[src/rtl/mul_pg_ctrl.sv]
// Power-gating controller for the multiplier: sequences power switch and result isolation.
// Moore FSM; outputs change only after a clock edge (or immediately on reset).
module mul_pg_ctrl #(
    parameter int WAKE_CYC = 4,
    parameter int IDLE_CYC = 16,
    parameter int CNT_W    = 5
) (
    input  logic       clk,
    input  logic       rst,
    input  logic       mul_req,
    input  logic       mul_inflight,
    input  logic       pg_dis,
    output logic       pwr_on,
    output logic       pg_mul,
    output logic       mul_rdy,
    output logic [1:0] pg_state
);

    typedef enum logic [1:0] {
        ST_OFF  = 2'd0,
        ST_WAKE = 2'd1,
        ST_ON   = 2'd2,
        ST_ISO  = 2'd3
    } state_t;

    localparam logic [CNT_W-1:0] WAKE_LAST = CNT_W'(WAKE_CYC - 1);
    localparam logic [CNT_W-1:0] IDLE_LAST = CNT_W'(IDLE_CYC - 1);
    localparam logic [CNT_W-1:0] CNT_MAX   = {CNT_W{1'b1}};

    state_t           state;
    state_t           state_nxt;
    logic [CNT_W-1:0] cnt;
    logic [CNT_W-1:0] cnt_nxt;
    logic [CNT_W-1:0] cnt_inc;
    logic             act;

    assign act     = mul_req | mul_inflight | pg_dis;
    // Saturating increment keeps an out-of-range parameter from wrapping the counter.
    assign cnt_inc = (cnt == CNT_MAX) ? cnt : cnt + 1'b1;

    always_ff @(posedge clk or posedge rst) begin
        if (rst) begin
            state <= ST_OFF;
            cnt   <= '0;
        end else begin
            state <= state_nxt;
            cnt   <= cnt_nxt;
        end
    end

    always_comb begin
        state_nxt = state;
        cnt_nxt   = cnt;
        case (state)
            ST_OFF: begin
                // mul_inflight while unpowered cannot be genuine, so it never wakes the block.
                if (mul_req || pg_dis) begin
                    state_nxt = ST_WAKE;
                    cnt_nxt   = '0;
                end
            end
            ST_WAKE: begin
                if (cnt == WAKE_LAST) begin
                    state_nxt = ST_ON;
                    cnt_nxt   = '0;
                end else begin
                    cnt_nxt = cnt_inc;
                end
            end
            ST_ON: begin
                if (act) begin
                    cnt_nxt = '0;
                end else if (cnt == IDLE_LAST) begin
                    state_nxt = ST_ISO;
                    cnt_nxt   = '0;
                end else begin
                    cnt_nxt = cnt_inc;
                end
            end
            ST_ISO: begin
                // Power is still up here, so late activity returns straight to ON.
                state_nxt = act ? ST_ON : ST_OFF;
                cnt_nxt   = '0;
            end
            default: begin
                state_nxt = ST_OFF;
                cnt_nxt   = '0;
            end
        endcase
    end

    always_comb begin
        pwr_on  = 1'b0;
        pg_mul  = 1'b0;
        mul_rdy = 1'b0;
        case (state)
            ST_WAKE: pwr_on = 1'b1;
            ST_ON: begin
                pwr_on  = 1'b1;
                pg_mul  = 1'b1;
                mul_rdy = 1'b1;
            end
            ST_ISO:  pwr_on = 1'b1;
            default: ;
        endcase
    end

    assign pg_state = state;

endmodule
[config.mk]
export PLATFORM = sky130hd
export DESIGN_NAME = mul_pg_ctrl
export DESIGN_NICKNAME = d
export VERILOG_FILES = /design/src/rtl/mul_pg_ctrl.sv
export SDC_FILE = /design/constraint.sdc
export NUM_CORES = 1
export LEC_CHECK = 0
export CAP_MARGIN = 20
export CORE_AREA = 2 2 39 41
export DETAILED_ROUTE_END_ITERATION = 8
export DIE_AREA = 0 0 41 43
export GPL_ROUTABILITY_DRIVEN = 0
export PLACE_DENSITY = 0.67
export SYNTH_ARGS = -nofsm -noshare
export SYNTH_HDL_FRONTEND = slang
export SYNTH_SLANG_ARGS = --single-unit
[constraint.sdc]
create_clock -name clk -period 2.3 [get_ports clk]
set_input_delay 0.46 -clock clk [delete_from_list [all_inputs] [get_ports clk]]
set_output_delay 0.46 -clock clk [all_outputs]
set_load 0.02 [all_outputs]
==> metrics <==
CP max FO 6; max cap viols 0; global-route wire length before repair 1.890 mm; Core Util, Final 47.92%; Int Pwr 407.5 uW; final instance area 663.1 um^2; fin crit share 95.53%; CP cell instances inv_1 > ha_1 > clkdlybuf4s50_1; slowest CP cell clkdlybuf4s50_1; io pins 10; Final Non-Filler Cells 86; largest net degree at the start of global routing 10; Core Area 1384 um^2; GR Util All Layers 15.79%; clk buf depth 2; FF+latch count, synth 7; fin crit period 2.197 ns; CTS buffer count 3; Reg clk slew, reported paths 0.06 ns; Port Buffer Count 9; top cell type's share of synthesized area 31.75%; clock group share of total power 15.7%; layout cell share with drive strength beyond 1 11.43%; final WL 1.189 mm; sw frac 44.22%; Worst path depth 3; most common cell after layout, fill and taps aside clkdlybuf4s50_1; Hold Path Class in2async; ANT cells 0; CTS Sinks 7; Clock Latency Late Sink 0.26 ns; cell family with most CP delay buffers and inverters; drt initial violations 2; sequential fraction of the synthesis area 31.75%; Area Growth Syn to Fin 20.18%; routed len/inst 13.83 um; Avg Cell Area, Syn 9.352 um^2; WP data required 1.84 ns; most frequent cells in the layout clkdlybuf4s50_1 (8), nand2_1 (6), ha_1 (6), dfrtp_1 (6); Comb power frac 58.1%; max_slew headroom 63.84%; total iterations of the first detailed-routing run 4; Setup-failing EPs final 0; CP max stage delay 0.64 ns; Synth Instances 59; Synth cell types 29; placed cell areas 631.9 um^2; via count 481; CTS Root Cell clkbuf_4; CP Class reg2out; maximum VDD drop 0.0005084 V; Synth area leaders dfrtp_1 (32%), ha_1 (14%), buf_16 (5.0%), nand2_1 (4.1%), mux2i_1 (3.6%); achievable frequency 455.1 MHz; Die X 41 um; fin nets 82; GR Overflow Total 0; reg2reg path depth 6; Leakage 0.3241 nW; Synth Net Count 70; antenna-violating nets left 0; Die H 43 um; clk_skew 0.009978 ns; vias in the first global route 443; max-slew violations 0; DRC errors left 0; Ys Warns 0; worst slew pin tran 0.5349 ns; initial antenna violation count 0; H-tree Lvls 1; DP HPWL 915.8 um; count of final hold-check violations 0; outcome completed; critical path arrival 1.74 ns; P per Cell Area 1102 nW/um^2; FP Rows 14; Worst Slack Setup Final 0.1029 ns; CTS tree yes; CP Launch Type flip-flop; initial core utilization 39.87%; CP bufs+invs 2; register share of total power 26.2%; vias per cell 5.593; RSZ-0062 raised after global routing no; area leader, netlist dfrtp_1; placed cell count 82; Mapped Area 551.8 um^2; die area 1763 um^2; setup tns final 0 ns; Sw Pwr 323.0 uW; pre-CTS setup slack 0.2072 ns; Worst setup EP type output port
power groups by stage:
stage	Sequential (mW)	Clock, mW	Combinational (mW)
after floorplan	0.203	0	0.258
after global placement	0.189	0	0.417
after detailed placement	0.193	0	0.423
after CTS	0.191	0.115	0.427
after global routing	0.198	0.123	0.462
final	0.191	0.115	0.424
what timing repair did:
| item | CTS | global route |
|---|---|---|
| resized for setup | 0 | 2 |
| hold buffers | 0 | 0 |
| setup buffers | 0 | 0 |
| setup endpoints to repair | 0 | 3 |
logic make-up after synthesis:
family | count (synthesis) | synth area share [%]
simple gates | 21 | 21.09
compound gates | 14 | 17.46
buf+inv | 8 | 10.88
flops | 7 | 31.75
fa+ha+maj | 6 | 13.61
mux | 2 | 3.628
xor+xnor | 1 | 1.588
final cells by class:
type | instances | area, um^2
Multi-Input combinational cell | 44 | 316.6
Timing Repair Buffer | 11 | 107.6
Clock inverter | 1 | 5.005
Clock buffer | 3 | 22.52
Fill cell | 140 | 720.7
Tap cell | 16 | 20.02
Inverter | 4 | 15.01
Sequential cell | 7 | 176.4
metrics by stage:
step	total power, mW	hold slack, ns
after detailed placement	0.6151	0.5644
after global routing	0.7831	0.4523
after global placement	0.6060	0.5471
after CTS	0.7334	0.4395
final	0.7305	0.4261
after floorplan	0.4611	0.2634
final timing paths:
kind / from / to / slack [ns]
max: pg_state[0]$_DFFE_PP0P_ / pg_mul / 0.10
min: rst / cnt[0]$_DFFE_PP0P_ / 0.43
max reg2reg: pg_state[1]$_DFFE_PP0P_ / cnt[4]$_DFFE_PP0P_ / 0.44
min reg2reg: cnt[1]$_DFFE_PP0P_ / cnt[1]$_DFFE_PP0P_ / 0.56
max in group asynchronous: rst / pg_state[0]$_DFFE_PP0P_ / 1.64
min in group clk: cnt[1]$_DFFE_PP0P_ / cnt[1]$_DFFE_PP0P_ / 0.56
cells in the mapped netlist (all sizes together):
master   n
a2111oi  1
nand4b   1
nor2     2
o31ai    1
o31a     1
nand2    6
a41o     1
nor3     1
xor2     1
a22o     2
nor4     1
nand3    2
mux2i    2
nand4    3
nor4b    1
inv      4
ha       6
or3      1
or3b     1
a21oi    2
dfrtp    7
buf      4
a31oi    1
o21ai    4
and3     1
a211oi   1
nand2b   1
sequential cells by signal (all words and copies together), names as in the netlist:
signal    count
cnt           5
pg_state      2
per-layer routing:
metal / up-vias / track usage (%) / share of wire, %
li1: 242 / - / -
met1: 226 / 19.42 / 47
met2: 11 / 24.69 / 48
met3: 2 / 4.712 / 4.1
met4: 0 / 6.000 / 1.0
met5: - / 0 / 0
No activity file was read; power rests on OpenSTA's default activity.
==> variant 1, RTL diff (same flow settings) <==
`CNT_W`: 5 -> 10.
--- a/src/rtl/mul_pg_ctrl.sv
+++ b/src/rtl/mul_pg_ctrl.sv
@@ -5,3 +5,3 @@
     parameter int IDLE_CYC = 16,
-    parameter int CNT_W    = 5
+    parameter int CNT_W    = 10
 ) (
Formal check against the unedited RTL: same outputs for any inputs over 10 cycles, from zero or initial values and one cycle with rst high; that may be too few to reach the edited logic, so the function may still have changed.
==> variant 1 against the unedited design <==
Critical path type unchanged. Total power rose by 23%. Global-route usage increased by 8.2 points. Highest routed layer is now met3. Routed wire length rose by 46%. Sequential power increased by 40%. Sequential cell count is 5 higher. Worst setup slack improved by 18 ps. First-iteration DRC count increased to 5.0 times the old value. Critical endpoint is now pwr_on. Synthesized area up 51%. Sequential share of layout area is 4.4 points higher. Combinational power is 7.3% higher. Final area up 46%.
==> variant 1: results <==
export IMPL_synth_seq_area_share_pct=35.93
export IMPL_layout_drive_gt1_share_pct=11.88
export IMPL_worst_pin_slew_ps=503.0
export IMPL_grt_pass1_vias=719
export IMPL_critPathMaxFanout=5
export IMPL_status="finished clean"
export IMPL_dr_wl_met2_um=846
export IMPL_max_vdd_ir_drop_uv=666.4
export IMPL_largest_reg_flops=10
export IMPL_synth_common_cells="dfrtp_1, a21oi_1, nor2_1"
export IMPL_synthesis_nets=101
export IMPL_synth_cell_types=36
export IMPL_pg_comb_uw=455
export IMPL_synth_mux_area_share_pct=1.347
export IMPL_ff2ff_setup_slack_ps=170
export IMPL_drt_iter0_drc=10
export IMPL_highest_layer="met3"
export IMPL_routed_wl_um=1737
export IMPL_use_met3_pct=6.283
export IMPL_clock_skew_ps=9.729
export IMPL_via_per_inst=6.291
export IMPL_cts_clk_slew_worst_paths_ps=90
export IMPL_grt_pass1_wl_um=2960
export IMPL_synth_xor_area_share_pct=0
export IMPL_synth_compound_area_share_pct=24.85
export IMPL_internal_power_uw=538.0
export IMPL_yosys_top_cells_area="dfrtp_1, ha_1, a21oi_1, nor2_1, nor3_1"
export IMPL_pwr_share_seq_pct=29.9
export IMPL_wl_met1_um=822
export IMPL_grt_max_degree=13
export IMPL_layout_nets=113
export IMPL_grtUsageTotal_pct=24.03
export IMPL_met2_usage_pct=39.38
variant 1: cell types whose count changed in the layout (fill, tap and decap cells not counted), sizes merged, moves of 2 or more:
cell / before / now
mux2i: 2 / 0
dfrtp: 7 / 12
nand2: 6 / 2
nor2: 2 / 8
a31oi: 1 / 3
nor3: 1 / 6
nand3: 2 / 4
o22a: 0 / 2
a21oi: 2 / 9
variant 1: critical path, delay by kind of cell (launching register included):
kind / cells / cell delay, ps
buffers and inverters: 3 / 800
adders and majority gates: 1 / 210
DFF: 1 / 440
variant 1: final cells by class:
class	instances	area, um^2	share of cell area (%)
clock buffer	4	36.28	3.747
tap	16	20.02	2.067
multi-input combinational	69	483.0	49.87
timing repair buffer	11	110.1	11.37
inverter	5	18.77	1.938
sequential	12	300.3	31.01
variant 1: worst max-delay path by stage:
stage	endpoint	from	cells after the start	slack (ps)
2_1_floorplan	cnt[0]	pg_state[0]	7	390
3_3_place_gp	cnt[0]	mul_req	6	100
3_5_place_dp	cnt[0]	mul_req	6	40
4_1_cts	pg_mul	pg_state[0]	3	80
5_1_grt	pwr_on	pg_state[0]	4	20
6_report	pwr_on	pg_state[0]	4	120
variant 1: cell families (layout without fill, tap and decap cells):
kind of cell | count (synthesis) | in the layout
fa+ha+maj | 6 | 6
compound gates | 30 | 30
mux | 1 | 1
flops | 12 | 12
simple gates | 32 | 32
buf+inv | 9 | 20
variant 1: through the flow:
stage                     hold slack [ps]  std cells  instance area, um^2  total power, uW  worst slack [ps]
after floorplan                     324.7         90                835.8            602.7             393.9
after global placement              530.7        113                927.1            722.1             103.1
after detailed placement            523.1        113                927.1            733.2             37.75
after CTS                           496.0        117                963.4            905.1             77.10
after global routing                549.0        117                968.4            959.5             15.31
final                               481.0        117                968.4            896.7             120.8
==> variant 2, RTL diff (same settings) <==
Without the edit above. Reset style: synchronous (`rst`), changed in one clocked block.
--- a/src/rtl/mul_pg_ctrl.sv
+++ b/src/rtl/mul_pg_ctrl.sv
@@ -40,3 +40,3 @@
 
-    always_ff @(posedge clk or posedge rst) begin
+    always_ff @(posedge clk) begin
         if (rst) begin
Check against the original RTL: differs if rst is asserted again (counterexample within 4 cycles, from zero or initial values and one cycle with rst high); with rst held inactive, the same outputs for 10 cycles.
==> variant 2 against the unedited design <==
Routed wire length is 19% lower. Largest power group unchanged. Total power is 19% lower. Final area is 9.1% lower. Worst setup slack better by 49 ps. Clock skew is 7.3 ps lower. Maximum frequency is 2.3% higher. Sequential cell count stayed put. Synthesized area is 13% lower. Critical path type unchanged. Count of clock-buffer cells in the layout is 1 higher.
==> variant 2: results <==
export IMPL_status="finished clean"
export IMPL_r2r_end="cnt[2]"
export IMPL_highest_layer="met3"
export IMPL_arrival_ps=1690
export IMPL_dr_wl_met2_um=431
export IMPL_synth_ff_type="dfxtp_1"
export IMPL_synth_common_cells="dfxtp_1, ha_1, inv_1, nand2_1"
export IMPL_via_per_inst=5.241
export IMPL_met1_usage_pct=17.80
export IMPL_power_leakage_uw=0.0002427
export IMPL_grtUsageTotal_pct=13.28
export IMPL_max_vdd_ir_drop_uv=369.8
export IMPL_hold_class="reg -> reg"
export IMPL_swShare_pct=40.45
export IMPL_wl_met1_um=506
export IMPL_synth_mux_area_share_pct=2.094
export IMPL_clock_skew_ps=2.683
export IMPL_timing_rr_start="pg_state[0]"
export IMPL_pg_seq_uw=163
export IMPL_layout_drive_gt1_share_pct=10.45
export IMPL_whs_ps=482.7
export IMPL_fmax_ghz=0.4655
export IMPL_combPwrFrac_pct=53.6
export IMPL_met2_usage_pct=16.56
export IMPL_drt_iter0_drc=5
export IMPL_place_ws_ps=181.1
export IMPL_crit_path_end="mul_rdy"
export IMPL_routed_wl_um=961
export IMPL_wl_met3_um=23
==> variant 2: cell count changes after synthesis, sizes merged, moves of 2 or more <==
| cell | before | now |
|---|---|---|
| a22o | 2 | 0 |
| o21ai | 4 | 1 |
| nor3 | 1 | 3 |
| a21oi | 2 | 4 |
| inv | 4 | 6 |
| dfrtp | 7 | 0 |
| nor2 | 2 | 4 |
| dfxtp | 0 | 7 |
| nor3b | 0 | 2 |
| buf | 4 | 1 |
==> variant 2: cell type report <==
| type | instances | area [um^2] |
|---|---|---|
| Timing Repair Buffer | 9 | 90.09 |
| Clock buffer | 4 | 26.28 |
| Tap cell | 16 | 20.02 |
| Multi-Input combinational cell | 41 | 304.0 |
| Inverter | 6 | 22.52 |
| Sequential cell | 7 | 140.1 |
| Fill cell | 143 | 780.7 |
==> variant 2: stage by stage <==
stage	cells	utilization, %
after floorplan	56	-
after global placement	79	41.68
after detailed placement	79	41.68
after CTS	83	43.58
after global routing	83	43.58
final	83	43.58
